### src/rtl/buffer_pkg.sv
// rtl/buffer_pkg.sv - shared defaults and width helpers for buffer blocks
package buffer_pkg;

    localparam int BUF_WIDTH = 8;
    localparam int BUF_DEPTH = 4;

    function automatic int buf_clog2(input int value);
        int result;
        result = 0;
        while ((1 << result) < value) begin
            result = result + 1;
        end
        return result;
    endfunction

    // One extra bit so COUNT can represent DEPTH itself.
    function automatic int buf_cntw(input int depth);
        return buf_clog2(depth) + 1;
    endfunction

endpackage

### src/rtl/buffer_elastic_mem.sv
// rtl/buffer_elastic_mem.sv - DEPTH x WIDTH register file, one write port, async read
module buffer_elastic_mem #(
    parameter int WIDTH = 8,
    parameter int DEPTH = 4,
    parameter int AW    = 2
) (
    input  logic             i_clk,
    input  logic             i_we,
    input  logic [AW-1:0]    i_waddr,
    input  logic [WIDTH-1:0] i_wdata,
    input  logic [AW-1:0]    i_raddr,
    output logic [WIDTH-1:0] o_rdata
);

    logic [WIDTH-1:0] r_mem [DEPTH];

    always_ff @(posedge i_clk) begin
        if (i_we) begin
            r_mem[i_waddr] <= i_wdata;
        end
    end

    assign o_rdata = r_mem[i_raddr];

endmodule

### src/rtl/buffer_elastic.sv
// rtl/buffer_elastic.sv - elastic FIFO buffer with valid/ready on both sides
module buffer_elastic
    import buffer_pkg::*;
#(
    parameter int WIDTH    = BUF_WIDTH,
    parameter int DEPTH    = BUF_DEPTH,
    parameter int AFULL_TH = 3,
    localparam int CNTW    = buf_cntw(DEPTH)
) (
    input  logic             CLK,
    input  logic             RSTB,
    input  logic [WIDTH-1:0] I,
    input  logic             I_VALID,
    output logic             I_READY,
    output logic [WIDTH-1:0] O,
    output logic             O_VALID,
    input  logic             O_READY,
    output logic [CNTW-1:0]  COUNT,
    output logic             FULL,
    output logic             EMPTY,
    output logic             AFULL
);

    localparam int PTRW = buf_clog2(DEPTH);

    logic [PTRW-1:0]  r_wr_ptr;
    logic [PTRW-1:0]  r_rd_ptr;
    logic [CNTW-1:0]  r_count;
    logic             w_push;
    logic             w_pop;
    logic [WIDTH-1:0] w_rdata;

    // Every flag comes from r_count alone, so O_READY never reaches I_READY.
    assign FULL    = (r_count == CNTW'(DEPTH));
    assign EMPTY   = (r_count == '0);
    assign AFULL   = (r_count >= CNTW'(AFULL_TH));
    assign I_READY = !FULL;
    assign O_VALID = !EMPTY;
    assign COUNT   = r_count;

    assign w_push = I_VALID & I_READY;
    assign w_pop  = O_VALID & O_READY;

    always_ff @(posedge CLK or negedge RSTB) begin
        if (!RSTB) begin
            r_wr_ptr <= '0;
            r_rd_ptr <= '0;
            r_count  <= '0;
        end else begin
            if (w_push) begin
                r_wr_ptr <= r_wr_ptr + 1'b1;
            end
            if (w_pop) begin
                r_rd_ptr <= r_rd_ptr + 1'b1;
            end
            case ({w_push, w_pop})
                2'b10:   r_count <= r_count + 1'b1;
                2'b01:   r_count <= r_count - 1'b1;
                default: r_count <= r_count;
            endcase
        end
    end

    buffer_elastic_mem #(
        .WIDTH (WIDTH),
        .DEPTH (DEPTH),
        .AW    (PTRW)
    ) u_mem (
        .i_clk   (CLK),
        .i_we    (w_push),
        .i_waddr (r_wr_ptr),
        .i_wdata (I),
        .i_raddr (r_rd_ptr),
        .o_rdata (w_rdata)
    );

    // Unwritten or stale entries are hidden while the buffer is empty.
    assign O = O_VALID ? w_rdata : '0;

endmodule

### config.mk
export PLATFORM = sky130hd
export DESIGN_NAME = buffer_elastic
export DESIGN_NICKNAME = d
export VERILOG_FILES = /design/src/rtl/buffer_pkg.sv /design/src/rtl/buffer_elastic_mem.sv /design/src/rtl/buffer_elastic.sv
export SDC_FILE = /design/constraint.sdc
export NUM_CORES = 1
export LEC_CHECK = 0
export ABC_AREA = 0
export CORE_ASPECT_RATIO = 0.8
export CORE_UTILIZATION = 45
export DETAILED_ROUTE_END_ITERATION = 7
export MAX_ROUTING_LAYER = met4
export PLACE_DENSITY = 0.72
export REMOVE_ABC_BUFFERS = 1
export SETUP_SLACK_MARGIN = 0.15
export SLEW_MARGIN = 40
export SYNTH_ARGS = -nofsm -noshare
export SYNTH_HDL_FRONTEND = slang
export SYNTH_HIERARCHICAL = 1
export SYNTH_SLANG_ARGS = --single-unit
### constraint.sdc
create_clock -name CLK -period 1.9 [get_ports CLK]
set_input_delay 0.38 -clock CLK [delete_from_list [all_inputs] [get_ports CLK]]
set_output_delay 0.38 -clock CLK [all_outputs]
set_load 0.02 [all_outputs]
# == Word-level counts from Yosys, hierarchy flattened ==
# Memory sizes are Yosys's and may differ from the RTL's.
# Cells that the tools add are included.
# op_classes
n_addsub,4
magnitude_cmp,1
eq_ne,3
mux,4
n_bitwise,2
n_reduce_logical,4
# op_table
op,n
2-to-1 mux 8 bit,1
one-hot mux 3 bit (2 select lines),1
"adder 2 x 1 -> 2 bit, second input constant",2
"adder 3 x 1 -> 3 bit, second input constant",1
"== test 3 bit, second input constant",1
">= comparator 3 x 2 -> 1 bit, second input constant",1
logical NOT 3 bit,1
"subtractor 3 x 1 -> 3 bit, second input constant",1
AND 1 bit,2
"== test 2 x 1 -> 1 bit, second input constant",1
"== test 2 bit, second input constant",1
logical NOT 1 bit,2
2-to-1 mux 1 bit,2
nonzero test 2 bit,1
# totals
regBits,7
ramBits,32
input_bits,12
output_inout_bits,16
mem_count,1
# memory_table
memory,words,word_bits,rd,rd_clocked_by_memory_dff,wr,line_no,source
u_mem.r_mem,4,8,1,0,1,buffer_elastic_mem.sv:15,logic [WIDTH-1:0] r_mem [DEPTH];

# == Longest topological paths before layout ==
# logic_depth
word_depth,5
ltp_mapped,8
mapped_depth_nobuf,8

# == Modules after synthesis ==
# The synthesis kept the hierarchy.
# modules_own_cells
module,instances,cells_each,area_each_um2,seq_area_each_um2
buffer_elastic_mem,1,46,1188.6,960.9
buffer_elastic,1,41,431.7,175.2

# == Least setup slack after synthesis ==
# Ideal clock, no wire load.
# synth_timing
path_type,flip-flop to flip-flop
start,"register r_count[2], in the netlist COUNT[2]"
end,"register r_count[2], in the netlist COUNT[2]"
setup_ps,80
arrival_ps,2036
t_required_ps,1820
slack_ps,-216
path_stages_with_launch,9
path_buffers,0
synth_period_minus_slack_ps,2116
path_cell_list,dfrtp_1 -> or3b_4 -> nand2_4 -> ha_1 -> inv_1 -> fa_1 -> xor2_1 -> nor2_1 -> xor2_1
# synth_between
elab_chain_cells,5
word_cells_on_any_way,12
cone_classes,2 x add/sub; 3 x eq/ne; 1 x mux; 2 x bitwise; 4 x reduce/logical
# synth_lines
item,line_no,source
from (decl),buffer_elastic.sv:28,logic [CNTW-1:0] r_count;
from (signal assigned),buffer_elastic.sv:57,2'b10: r_count <= r_count + 1'b1;
from (signal assigned),buffer_elastic.sv:58,2'b01: r_count <= r_count - 1'b1;
from (signal assigned),buffer_elastic.sv:59,default: r_count <= r_count;
== test 3 bit (*),buffer_elastic.sv:34,assign FULL = (r_count == CNTW'(DEPTH));
logical NOT 1 bit (*),buffer_elastic.sv:37,assign I_READY = !FULL;
net I_READY,buffer_elastic.sv:14,"output logic I_READY,"
AND 1 bit (*),buffer_elastic.sv:41,assign w_push = I_VALID & I_READY;
== test 2 x 1 -> 1 bit / == test 2 bit (equally long branches),buffer_elastic.sv:56,"case ({w_push, w_pop})"
one-hot mux 3 bit (2 select lines) / nonzero test 2 bit (equally long branches),-,
# The timed path passes the listed nets; every way through them passes the cells marked *.
# A chain may end at the register's enable or synchronous reset.

# == Worst setup path after layout ==
# layout_timing
start,register r_rd_ptr[0]
end,output port O[5]
# layout_between
elab_chain_cells,2
# layout_lines
item,line_no,source
from (decl),buffer_elastic.sv:27,logic [PTRW-1:0] r_rd_ptr;
from (signal assigned),buffer_elastic.sv:54,r_rd_ptr <= r_rd_ptr + 1'b1;
memory (4 x 8 bit),-,
net w_rdata[5],buffer_elastic.sv:31,logic [WIDTH-1:0] w_rdata;
2-to-1 mux 8 bit,buffer_elastic.sv:78,assign O = O_VALID ? w_rdata : '0;
to (decl),buffer_elastic.sv:15,"output logic [WIDTH-1:0] O,"
# The timed path passes the listed nets, and every way through them passes these cells.

==> qor.yml <==
timing:
  setup_violations: 9
  slew_viol_final: 0
  fin_ws_ns: -0.0702
  rsz0062_at_grt: "yes"
  worst_slew_pin_slew_ns: 0.422
  slew_headroom: 0.719
  final_hold_viol_count: 0
  fin_crit_ns: 1.97
  timing.fmax_mhz: 508
  finalClockSkew_ns: 0.00482
  fin_crit_sh: 1.04
  tns_ns: -0.528
final_layout:
  multi_input_area_um2: 478
  nets: 164
  final_common_cell: "edfxtp_1"
  fin_cells: 193
  n_antenna_cell: 0
  fillers: 226
  drive_above_1_share: 0.517
  final_cell_mix: "32 x edfxtp_1, 27 x buf_4, 15 x buf_6, 11 x clkdlybuf4s50_1, 9 x and2_4"
  areaGrowthSynthToFinish_pct: 42.4
  register_area_mm2: 0.00114
critical_path:
  reg2regPathDepth: 8
  r2r_start: "COUNT[1]$_DFFE_PN0P_"
  start_kind: "flop"
  worstPathArrival_ns: 1.59
  crit_type: "reg2out"
  required_ns: 1.52
  cp_max_fo: 3
  critPathLaunch: "r_rd_ptr[0]$_DFFE_PN0P_"
  crit_path_end_kind: "primary output"
logic_synthesis:
  yosysSeqAreaShare: 0.701
  synth_cells: 87
  synth_xor_area_frac: 0.0378
  synth_seq_cells: 39
  synth_compound_area_frac: 0.00849
  synth_top_family_by_area: "multiplexers"
  synth-simple-area-share: 0.0903
  syn-cell-area_mm2: 0.00162
  synth_warnings: 6
  avgSynthCellArea_um2: 18.6
  synth_mux_area_frac: 0.111
  synth_fa_ha_area_frac: 0.0201
  synth.distinct_cells: 24
power_and_ir_drop:
  ir_drop_uv: 813
  power_density_mw_per_mm2: 1740
  p_leak_nw: 0.931
clock_network:
  ctsHoldBuffers: 0
  cts_tree: "yes"
  clock_latency_ns: 0.28
  cts_buffer_depth: 2
  clkSinkCount: 39
  root_buffer: "clkbuf_8"
  h-tree-depth: 2
  cts_buffers: 5
  clk_pin_slew_ns: 0.07
floorplan:
  die_w_um: 69.1
  std_cell_rows: 19
  coreArea_mm2: 0.00345
  dieArea_mm2: 0.00385
  die_y_um: 55.7
  start_util: 0.470
  io_pins: 28
place:
  placed_cells: 174
  dpl_worst_slack_ns: -0.182
  post-dp-hpwl_um: 2140
  place.gp.congestion: 0.750
  portBuffers: 27
global_route:
  grt_usage: 0.178
  grt_start_max_net_pins: 12
  grt_pass1_vias: 961
  grt_overflow: 0
  grt_pass1_wl_um: 4710
  antenna_found_initial: 0
detailed_routing:
  drc_errors: 0
  drt_wl_total_um: 3060
  vias: 950
  drt-initial-drc-count: 22
  viasPerCell: 4.92
  dr.pass1.iters: 4
  wl_per_cell_um: 15.9
  postRouteAntennaNets: 0
worst_hold_path:
  min_path_type: "in2async"
status:
  violations: "negative setup slack"
  outcome: "complete, but fails checks"
job:
  maxCapViolCount: 0
kinds of logic (layout without fill, tap and decap cells):
| kind of cell | count (synthesis) | in the layout |
|---|---|---|
| AOI/OAI and AO/OA | 2 | 2 |
| xor gates and xnor gates | 7 | 7 |
| adders and majority gates | 2 | 2 |
| buffers and inverters | 9 | 73 |
| DFF | 39 | 39 |
| muxes | 8 | 8 |
| and+or+nand+nor | 20 | 20 |
routing by layer:
layer | part of all wire | GRT usage
met5 | 0 | -
met4 | 0.026 | 0.0962
met3 | 0.029 | 0.0507
met2 | 0.49 | 0.272
met1 | 0.45 | 0.217
power breakdown:
group	switching (mW)	internal, mW	total, mW	leakage (nW)
combinational	0.918	1.27	2.19	0.516
sequential	0.146	1.16	1.30	0.375
clock	0.258	0.261	0.519	0.0395
timing repair:
item                       4_1_cts  5_1_grt
cloned                           0        0
pin swaps                        7        2
setup endpoints to repair       23       29
resized for setup               89        7
setup buffers                    7        4
synthesized netlist by cell type (all sizes together):
cell	instances	area, um2
or3b	1	11.3
edfxtp	32	961
and3	1	6.26
xor2	3	26.3
a21o	1	8.76
and3b	2	17.5
o21ai	1	5.00
ha	1	12.5
nor2	1	3.75
clkbuf	1	5.00
or3	1	11.3
buf	2	22.5
mux4	8	180
fa	1	20.0
nor3b	1	7.51
xnor2	4	35.0
dfrtp	7	175
nand3	2	15.0
and2	9	58.8
nand2	2	15.0
inv	6	22.5
final cells by class:
| cell class | count | area share |
|---|---|---|
| Timing Repair Buffer | 59 | 0.233 |
| Clock buffer | 8 | 0.0347 |
| Tap cell | 42 | 0.0228 |
| Inverter | 6 | 0.00976 |
| Multi-Input combinational cell | 39 | 0.207 |
| Sequential cell | 39 | 0.492 |
metrics by stage:
step                hold slack, ns   util  area (um2)  total power, mW
finish                       0.365  0.669        2310             4.02
global route                 0.391  0.669        2310             4.19
CTS                          0.369  0.658        2270             3.94
detailed placement           0.552  0.601        2070             3.10
global placement             0.513  0.601        2070             3.06
floorplan                   0.0844      -        1590             2.24
critical path: stages, from the launching register on:
cell and delay, ns:
dfrtp_1 0.41, buf_6 0.14, mux4_2 0.49, and2_4 0.15, buf_6 0.12
state kept, by name, indices dropped and copies added (netlist names):
name / count
r_rd_ptr: 2
r_wr_ptr: 2
COUNT: 3
u_mem/r_mem: 32
final timing paths:
| check | end | slack (ns) |
|---|---|---|
| min | COUNT[2]$_DFFE_PN0P_ | 0.36 |
| min reg2reg | r_wr_ptr[1]$_DFFE_PN0P_ | 0.58 |
| max | O[5] | -0.07 |
| max reg2reg | COUNT[2]$_DFFE_PN0P_ | -0.02 |
| max in group asynchronous | r_rd_ptr[0]$_DFFE_PN0P_ | 1.27 |
| min in group CLK | r_wr_ptr[1]$_DFFE_PN0P_ | 0.58 |
Power figures use the tool's default switching activity.
==> patch, RTL diff (same flow settings) <==
`BUF_DEPTH`: 4 -> 8.
--- a/src/rtl/buffer_pkg.sv
+++ b/src/rtl/buffer_pkg.sv
@@ -2,7 +2,7 @@
 package buffer_pkg;
 
     localparam int BUF_WIDTH = 8;
-    localparam int BUF_DEPTH = 4;
+    localparam int BUF_DEPTH = 8;
 
     function automatic int buf_clog2(input int value);
         int result;
Interface: changed (resized COUNT); port bits go from 28 to 29. The function was not compared with the original's and may differ.
==> patch against the original RTL <==
Routed wire length grew 110%; synthesized cell count up 95%; the run still ends with negative setup slack left; sequential cell count is 35 higher; first-iteration DRC count grew to 5.7 times the old value; synthesized area is 97% higher; worst setup slack lost 0.46 ns; total power up 86%; largest cell class unchanged; critical endpoint is now O[4]; design area grew 92%.
==> patch: results (changes against the original RTL) <==
<table>
<tr><th>Metric</th><th>Value</th></tr>
<tr><th colspan="2">Status</th></tr>
<tr><td>Violations in the final reports</td><td>negative setup slack (unchanged)</td></tr>
<tr><td>Result of the run</td><td>finished with violations (unchanged)</td></tr>
<tr><th colspan="2">Global route</th></tr>
<tr><td>Maximum number of pins on one net before global-route repair</td><td>18 (was 12)</td></tr>
<tr><td>Number of global-route vias before repair</td><td>1891 (was 961)</td></tr>
<tr><th colspan="2">Worst setup path</th></tr>
<tr><td>Worst setup endpoint</td><td>O[4] (was O[5])</td></tr>
<tr><td>Worst reg2reg setup slack</td><td>-0.43 ns (was -0.02 ns)</td></tr>
<tr><td>Crit Path Max Fanout</td><td>5 (was 3)</td></tr>
<tr><th colspan="2">Pwr</th></tr>
<tr><td>P_leak</td><td>1.66 nW (was 0.931 nW)</td></tr>
<tr><th colspan="2">Yosys</th></tr>
<tr><td>Synth top area cells</td><td>sky130_fd_sc_hd__edfxtp_1, sky130_fd_sc_hd__mux4_1, sky130_fd_sc_hd__dfrtp_1 (was sky130_fd_sc_hd__edfxtp_1, sky130_fd_sc_hd__mux4_2, sky130_fd_sc_hd__dfrtp_1)</td></tr>
<tr><td>Share of synthesized registers carrying an async set or reset</td><td>13.5% (was 17.9%)</td></tr>
<tr><td>Avg Cell Area, Syn</td><td>18.8 um^2 (was 18.6 um^2)</td></tr>
<tr><th colspan="2">Cells and area</th></tr>
<tr><td>Flip-flop count of the largest register, all copies and words added</td><td>64 (was 32)</td></tr>
<tr><td>Final-stage net count</td><td>270 (was 164)</td></tr>
<tr><td>Share of cells above drive strength 1</td><td>52.1% (was 51.7%)</td></tr>
<tr><th colspan="2">Place</th></tr>
<tr><td>Post-placement cell area</td><td>3820 um^2 (was 2070 um^2)</td></tr>
<tr><td>HPWL after detailed placement</td><td>3.81 mm (was 2.14 mm)</td></tr>
<tr><td>Placement Setup Slack</td><td>-0.644 ns (was -0.182 ns)</td></tr>
<tr><td>Total instance count after detailed placement</td><td>312 (was 174)</td></tr>
<tr><th colspan="2">STA</th></tr>
<tr><td>Total of endpoints with negative setup slack in the final report</td><td>80 (was 9)</td></tr>
<tr><td>Setup slack after layout</td><td>-0.535 ns (was -0.0702 ns)</td></tr>
<tr><td>Worst slack on hold paths</td><td>0.346 ns (was 0.365 ns)</td></tr>
<tr><th colspan="2">Routing</th></tr>
<tr><td>Detailed Route Iter0 Violations</td><td>125 (was 22)</td></tr>
<tr><td>Via-per-instance ratio</td><td>5.23 (was 4.92)</td></tr>
<tr><td>Avg WL per Cell</td><td>18.9 um (was 15.9 um)</td></tr>
<tr><th colspan="2">CTS</th></tr>
<tr><td>CTS H-Tree Depth</td><td>3 (was 2)</td></tr>
<tr><td>Post-CTS setup buffers</td><td>8 (was 7)</td></tr>
<tr><td>Clock latency on the worst-skew pair</td><td>0.35 ns (was 0.28 ns)</td></tr>
</table>
[patch: cell types whose count changed after synthesis, moves of 4 or more]
| cell | unedited run | this run |
|---|---|---|
| sky130_fd_sc_hd__ha_1 | 1 | 5 |
| sky130_fd_sc_hd__edfxtp_1 | 32 | 64 |
| sky130_fd_sc_hd__nor2_1 | 1 | 7 |
| sky130_fd_sc_hd__mux4_2 | 8 | 1 |
| sky130_fd_sc_hd__mux2_2 | 0 | 10 |
| sky130_fd_sc_hd__mux4_1 | 0 | 15 |
[patch: cells by family (layout without fill, tap and decap cells)]
kind of cell / Yosys count / in the layout / synth area share (%)
xor+xnor: 6 / 6 / 1.65
buf+inv: 14 / 101 / 2.47
compound gates: 7 / 7 / 1.49
simple gates: 35 / 35 / 6.46
mux: 28 / 28 / 17.4
fa+ha+maj: 6 / 6 / 2.59
flops: 74 / 74 / 68.0
[patch: area by class of cell]
| type | count | area (um^2) |
|---|---|---|
| flip-flops and latches | 74 | 2170 |
| multi-input cells | 82 | 1040 |
| repair buffers | 78 | 842 |
| clock buffers | 10 | 128 |
| fillers | 476 | 2430 |
| inverters | 7 | 33.8 |
| clock inverters | 6 | 105 |
| well taps | 87 | 109 |
[patch: worst max-delay path: cells and delay by family, from the launching register on]
kind	cells	cell delay, ns
AND/OR/NAND/NOR	1	0.14
flip-flops	1	0.44
buffers and inverters	3	0.36
multiplexers	2	0.76
[patch: power breakdown]
part	switching, mW	internal (mW)
Sequential	0.198	2.10
Combinational	1.55	2.20
Clock	0.558	0.863
Total	2.30	5.16
[patch: routing by layer]
layer  vias to the layer above  GRT usage (%)  wire, um
li1                        836              -         -
met4                         0           7.01        87
met3                         9           6.57       244
met2                        41           29.0      3220
met1                       914           24.8      2940
met5                         -              -         0
